`src/rtl/ysyx_24110006_clint_pkg.sv`:
```
// ysyx_24110006_clint shared types: register offsets, response codes, FSM state.
// Optional feature macro: CLINT_SNAPSHOT_EN (atomic hi/lo mtime pair read).
package ysyx_24110006_clint_pkg;

  localparam logic [31:0] MTIME_LO_OFF = 32'h0;
  localparam logic [31:0] MTIME_HI_OFF = 32'h4;

  localparam logic [1:0] RESP_OKAY   = 2'b00;
  localparam logic [1:0] RESP_SLVERR = 2'b10;

  typedef enum logic {
    IDLE = 1'b0,
    RESP = 1'b1
  } clint_state_e;

  typedef struct packed {
    logic [31:0] data;
    logic [1:0]  resp;
  } clint_rd_t;

  function automatic clint_rd_t rd_pack(
    input logic [31:0] data,
    input logic [1:0]  resp
  );
    clint_rd_t r;
    r.data = data;
    r.resp = resp;
    return r;
  endfunction

endpackage

```
`src/rtl/ysyx_24110006_clint_timer.sv`:
```
// Free-running 64-bit mtime with a 0..TICK_DIV-1 prescaler.
// Optional feature macro: CLINT_SNAPSHOT_EN (no effect on this file).
module ysyx_24110006_clint_timer #(
  parameter int unsigned TICK_DIV = 1
) (
  input  logic        i_clk,
  input  logic        i_rst_n,
  output logic [63:0] o_mtime
);

  logic [63:0] r_mtime;
  logic        w_tick;

  generate
    if (TICK_DIV <= 1) begin : g_nodiv
      assign w_tick = 1'b1;
    end else begin : g_div
      localparam logic [15:0] LAST = 16'(TICK_DIV - 1);
      logic [15:0] r_pre;

      always_ff @(posedge i_clk or negedge i_rst_n) begin
        if (!i_rst_n) begin
          r_pre <= '0;
        end else if (r_pre == LAST) begin
          r_pre <= '0;
        end else begin
          r_pre <= r_pre + 16'd1;
        end
      end

      assign w_tick = (r_pre == LAST);
    end
  endgenerate

  // wraps silently at all-ones
  always_ff @(posedge i_clk or negedge i_rst_n) begin
    if (!i_rst_n) begin
      r_mtime <= '0;
    end else if (w_tick) begin
      r_mtime <= r_mtime + 64'd1;
    end
  end

  assign o_mtime = r_mtime;

endmodule

```
`src/rtl/ysyx_24110006_clint.sv`:
```
// Read-only CLINT: AXI read FSM and mtime lo/hi decode over the timer.
// Optional feature macro: CLINT_SNAPSHOT_EN latches mtime[63:32] on lo reads.
module ysyx_24110006_clint
  import ysyx_24110006_clint_pkg::*;
#(
  parameter logic [31:0] BASE_ADDR = 32'h0200_0000,
  parameter int unsigned TICK_DIV  = 1
) (
  input  logic        i_clk,
  input  logic        i_rst_n,
  input  logic [31:0] i_axi_araddr,
  input  logic        i_axi_arvalid,
  output logic        o_axi_arready,
  output logic [31:0] o_axi_rdata,
  output logic        o_axi_rvalid,
  output logic [1:0]  o_axi_rresp,
  input  logic        i_axi_rready
);

  clint_state_e r_state;
  clint_state_e w_next;
  logic         r_live;
  logic         w_ar_hs;
  logic         w_r_hs;
  logic         w_sel_lo;
  logic         w_sel_hi;
  logic [63:0]  w_mtime;
  logic [31:0]  w_hi_word;
  clint_rd_t    w_rd;
  logic [31:0]  r_rdata;
  logic [1:0]   r_rresp;

  ysyx_24110006_clint_timer #(
    .TICK_DIV (TICK_DIV)
  ) u_timer (
    .i_clk   (i_clk),
    .i_rst_n (i_rst_n),
    .o_mtime (w_mtime)
  );

  // keeps arready low until the first edge after reset release
  always_ff @(posedge i_clk or negedge i_rst_n) begin
    if (!i_rst_n) begin
      r_live <= 1'b0;
    end else begin
      r_live <= 1'b1;
    end
  end

  always_ff @(posedge i_clk or negedge i_rst_n) begin
    if (!i_rst_n) begin
      r_state <= IDLE;
    end else begin
      r_state <= w_next;
    end
  end

  always_comb begin
    w_next = r_state;
    unique case (r_state)
      IDLE: if (w_ar_hs) w_next = RESP;
      RESP: if (w_r_hs)  w_next = IDLE;
      default: w_next = IDLE;
    endcase
  end

  always_comb begin
    o_axi_arready = 1'b0;
    o_axi_rvalid  = 1'b0;
    unique case (r_state)
      IDLE: o_axi_arready = r_live;
      RESP: o_axi_rvalid  = 1'b1;
      default: ;
    endcase
  end

  assign w_ar_hs  = i_axi_arvalid & o_axi_arready;
  assign w_r_hs   = o_axi_rvalid & i_axi_rready;
  assign w_sel_lo = (i_axi_araddr == BASE_ADDR + MTIME_LO_OFF);
  assign w_sel_hi = (i_axi_araddr == BASE_ADDR + MTIME_HI_OFF);

`ifdef CLINT_SNAPSHOT_EN
  logic [31:0] r_shadow;

  always_ff @(posedge i_clk or negedge i_rst_n) begin
    if (!i_rst_n) begin
      r_shadow <= '0;
    end else if (w_ar_hs && w_sel_lo) begin
      r_shadow <= w_mtime[63:32];
    end
  end

  assign w_hi_word = r_shadow;
`else
  assign w_hi_word = w_mtime[63:32];
`endif

  always_comb begin
    w_rd = rd_pack(32'h0, RESP_SLVERR);
    unique case (1'b1)
      w_sel_lo: w_rd = rd_pack(w_mtime[31:0], RESP_OKAY);
      w_sel_hi: w_rd = rd_pack(w_hi_word, RESP_OKAY);
      default: ;
    endcase
  end

  // captured pre-increment value, held through any rready stall
  always_ff @(posedge i_clk or negedge i_rst_n) begin
    if (!i_rst_n) begin
      r_rdata <= '0;
      r_rresp <= RESP_OKAY;
    end else if (w_ar_hs) begin
      r_rdata <= w_rd.data;
      r_rresp <= w_rd.resp;
    end
  end

  assign o_axi_rdata = r_rdata;
  assign o_axi_rresp = r_rresp;

endmodule

```
`config.mk`:
```
export PLATFORM = sky130hd
export DESIGN_NAME = ysyx_24110006_clint
export DESIGN_NICKNAME = d
export VERILOG_FILES = /design/src/rtl/ysyx_24110006_clint_pkg.sv /design/src/rtl/ysyx_24110006_clint_timer.sv /design/src/rtl/ysyx_24110006_clint.sv
export SDC_FILE = /design/constraint.sdc
export NUM_CORES = 1
export LEC_CHECK = 0
export CAP_MARGIN = 15
export CORE_MARGIN = 1.5
export CORE_UTILIZATION = 45
export CTS_CLUSTER_DIAMETER = 40
export DETAILED_ROUTE_END_ITERATION = 12
export GPL_TIMING_DRIVEN = 0
export PLACE_DENSITY = 0.71
export SLEW_MARGIN = 20
export SYNTH_ARGS = -nofsm -noshare
export SYNTH_HDL_FRONTEND = slang
export SYNTH_HIERARCHICAL = 1
export SYNTH_SLANG_ARGS = --single-unit
```
`constraint.sdc`:
```
create_clock -name i_clk -period 1.8 [get_ports i_clk]
set_input_delay 0.27 -clock i_clk [delete_from_list [all_inputs] [get_ports i_clk]]
set_output_delay 0.27 -clock i_clk [all_outputs]
set_load 0.02 [all_outputs]
```
==> results by group <==
Route
  • Remaining antenna violation count: 0
  • Drt wl/cell: ~18 um
  • Post-Route WL: about 12,000 um
  • DRC: 0
  • Via count: 3,910
  • Detailed-router iteration count before antenna repair: 4
  • Vias per inst: 5.57
  • DRT iter0 DRCs: 250

Pwr
  • Sw Share: 23.4%
  • Net Sw Power: between 0.0009 and 0.001 W
  • Pwr dens: roughly 580 nW/um^2
  • Reg power frac: 56.5%
  • Internal power: around 0.0030 W
  • LEAKAGE: about 3.3 nW
  • VDD IR max: about 0.4 mV
  • Combinational Power Share: 6.1%
  • Clock power frac: 37.4%

Timing
  • Least-Margin Pin Slew: 0.788 ns
  • Final setup vio count: 32
  • Final setup margin: -0.181 ns
  • Final period utilization: 110%
  • Relative slew margins: 47.5%
  • RSZ-0062 raised after global routing: yes
  • Hold Fails Final Rpt: 0
  • Final TNS setup: -2.75 ns
  • Hold Worst Slack: 0.323 ns
  • Final setup skew: between 0.01 and 0.015 ns
  • Fin. max-slew vios: 0
  • Max Clock Freq: 505 MHz
  • Minimum clock period: 1.98 ns

Yosys
  • Synth Warn #: 6
  • Synthesis-stage register bit count: just under 100
  • Net count after synthesis: roughly 480
  • Synthesized instance count: 440
  • Cell Area, Synth: 5060 um^2
  • Share of the synthesized area in the top cell type: 49.0%
  • Synth area leaders: dfrtp_1 (49%), o41ai_2 (9.3%), mux2i_1 (6.3%)
  • Top-count cell post-synth: dfrtp_1
  • Top cell type by total area after synthesis: dfrtp_1
  • Number of synthesized flops with an enable pin: 0
  • Post-synthesis average cell area: 11.5 um^2
  • Post-synth ARST share: 100%
  • Cell variety after synth: 38
  • Top cells by count, synth: dfrtp_1 (99), nand2_1 (64), xor2_1 (34), mux2i_1 (32), o41ai_2 (29)
  • Register area share after synthesis: 49.0%
  • Main synth FF type: dfrtp_1

Clock network
  • H-tree depth: 3
  • Num CTS Buffers: 9
  • CTS tree: yes
  • TritonCTS Sinks: 99
  • Clk root buf: clkbuf_8
  • Clk buf depth: 2
  • Reg clk slew, reported paths: 0.10 ns
  • Clk_lat worst skew: around 0.36 ns

Worst setup path
  • CP Cell Sequence: ha_4, nand3_4, or3_4, nor4_4, nand3b_1, xnor2_1
  • Worst Setup EP: u_timer/o_mtime[38]
  • R2r endpoint: u_timer/o_mtime[38]
  • Crit path required time: 2.05 ns
  • Crit Reg-Reg Startpoint: u_timer/o_mtime[0]
  • Crit Path Max Fanout: 4
  • Arr. time, crit path: 2.23 ns
  • Critical path class: reg2reg
  • Crit-path slowest cell: or3_4
  • Startpoint Class: register
  • R2R cell count: 6
  • Reg2Reg Setup Slack: -0.18 ns
  • Source of the critical timing path: u_timer/o_mtime[0]
  • Slowest stage delay, CP: approximately 0.44 ns
  • Worst setup EP type: register

Global routing
  • Initial antenna violation count: 0
  • Global-route wire length before repair: 19,400 um
  • Vias in the first global route: around 3.9k
  • GRT Util Overall: 21.3%
  • GR Overflow Total: 0
  • Largest net degree at the start of global routing: 74

Placement
  • HPWL after DPL: slightly below 8000 um
  • Placed Cells: 650
  • Port-buffer cells: 69
  • Place WS: -0.476 ns
  • RePlAce Congestion: 0.824

Final layout
  • Number of antenna repair diodes: 0
  • Final Util: 63.0%
  • Area grow syn2layout: 35.5%
  • FILL cells: approximately 830
  • Layout Cells excl Fill: 702
  • Nets@finish: 594
  • Layout cells sized above 1: 29.4%

Outcome
  • Status: finished with violations
  • Violated checks: negative setup slack

Die
  • Die area: 11,900 um^2
  • Die width: roughly 110 um
  • I/O Pins: 72
  • Row count: 38
  • Die H: 109 um
  • Core region area: 10,900 um^2
  • Starting Density: 46.5%

Worst hold path
  • Min-delay worst type: in2reg

Job
  • Max-Cap Viols: 0
[cell type report]
type / count / area [um^2] / area share (%)
Timing Repair Buffer: 107 / 1070 / 15.6
Multi-Input combinational cell: 310 / 2740 / 39.9
Clock buffer: 11 / 141 / 2.06
Inverter: 9 / 33.8 / 0.493
Clock inverter: 5 / 62.6 / 0.913
Sequential cell: 99 / 2490 / 36.3
Tap cell: 140 / 175 / 2.56
Buffer: 21 / 145 / 2.12
[critical path: cells and delay by family (launching register included)]
| family | cells | cell delay [ns] |
|---|---|---|
| xor+xnor | 1 | 0.17 |
| fa+ha+maj | 1 | 0.17 |
| flops | 1 | 0.42 |
| simple gates | 4 | 1.11 |
[worst min-delay path by stage]
stage	from	to	slack, ns	cells past startpoint
floorplan	i_rst_n	o_axi_rdata[0]	-0.03	0
global placement	u_timer/o_mtime[63]	u_timer/o_mtime[63]	0.46	1
detailed placement	i_rst_n	o_axi_rdata[14]	0.15	1
CTS	i_axi_araddr[2]	o_axi_rdata[24]	0.31	3
global route	i_axi_araddr[2]	o_axi_rdata[23]	0.33	3
finish	i_axi_araddr[2]	o_axi_rdata[24]	0.32	3
[per-layer routing]
| layer | wire length [um] | track usage [%] | vias to the layer above |
|---|---|---|---|
| met5 | 0 | 0 | - |
| li1 | - | - | 1815 |
| met4 | 155 | 4.98 | 0 |
| met3 | 788 | 5.02 | 16 |
| met1 | 5410 | 28.8 | 1957 |
| met2 | 6140 | 34.7 | 122 |
[power by group through the flow]
stage	Combinational [W]	Clock [W]	Sequential [W]
global route	0.000266	0.00159	0.00223
floorplan	0.0000797	0	0.00228
finish	0.000242	0.00148	0.00223
detailed placement	0.000244	0	0.00227
global placement	0.000233	0	0.00227
CTS	0.000247	0.00150	0.00223
[cell families (layout without fill, tap and decap cells)]
| group | after synthesis | in the layout | synth area share [%] |
|---|---|---|---|
| flops | 99 | 99 | 49.0 |
| compound gates | 34 | 34 | 10.1 |
| other cells | 2 | 2 | 0.148 |
| fa+ha+maj | 1 | 1 | 0.247 |
| simple gates | 179 | 179 | 20.2 |
| xor+xnor | 62 | 62 | 10.7 |
| buf+inv | 31 | 153 | 3.26 |
| mux | 32 | 32 | 6.33 |
[repair_timing]
item / CTS / global route
buffers inserted: 24 / 10
cloned: 1 / 1
resized for setup: 32 / 55
hold endpoints to repair: 26 / 0
pin swaps: 15 / 29
setup endpoints to repair: 43 / 69
hold buffers: 1 / 0
[flip-flops by register name (all words and copies together) (netlist names)]
register,count
r_state,1
r_live,1
o_axi_rdata,32
o_axi_rresp,1
u_timer/o_mtime,64
[placed cells by master (no fill, tap or decap), drive strengths merged, types with 2 or more instances in the layout]
| master | instances |
|---|---|
| nand3b | 2 |
| xnor2 | 28 |
| nand3 | 23 |
| xor2 | 34 |
| nand4 | 20 |
| clkinvlp | 2 |
| buf | 53 |
| and4 | 4 |
| and3 | 3 |
| clkbuf | 16 |
| nor3 | 22 |
| inv | 9 |
| nand2 | 64 |
| clkinv | 2 |
| nor2 | 22 |
| dfrtp | 99 |
| mux2i | 32 |
| conb | 2 |
| clkdlybuf4s50 | 67 |
| o41ai | 32 |
| nor4 | 13 |
[through the flow]
| step | total power (W) | cell area [um^2] |
|---|---|---|
| 2_1_floorplan | 0.00236 | 5060 |
| 3_3_place_gp | 0.00251 | 5930 |
| 3_5_place_dp | 0.00252 | 5950 |
| 4_1_cts | 0.00398 | 6540 |
| 5_1_grt | 0.00408 | 6850 |
| 6_report | 0.00395 | 6850 |
No activity file was read; power rests on OpenSTA's default activity.
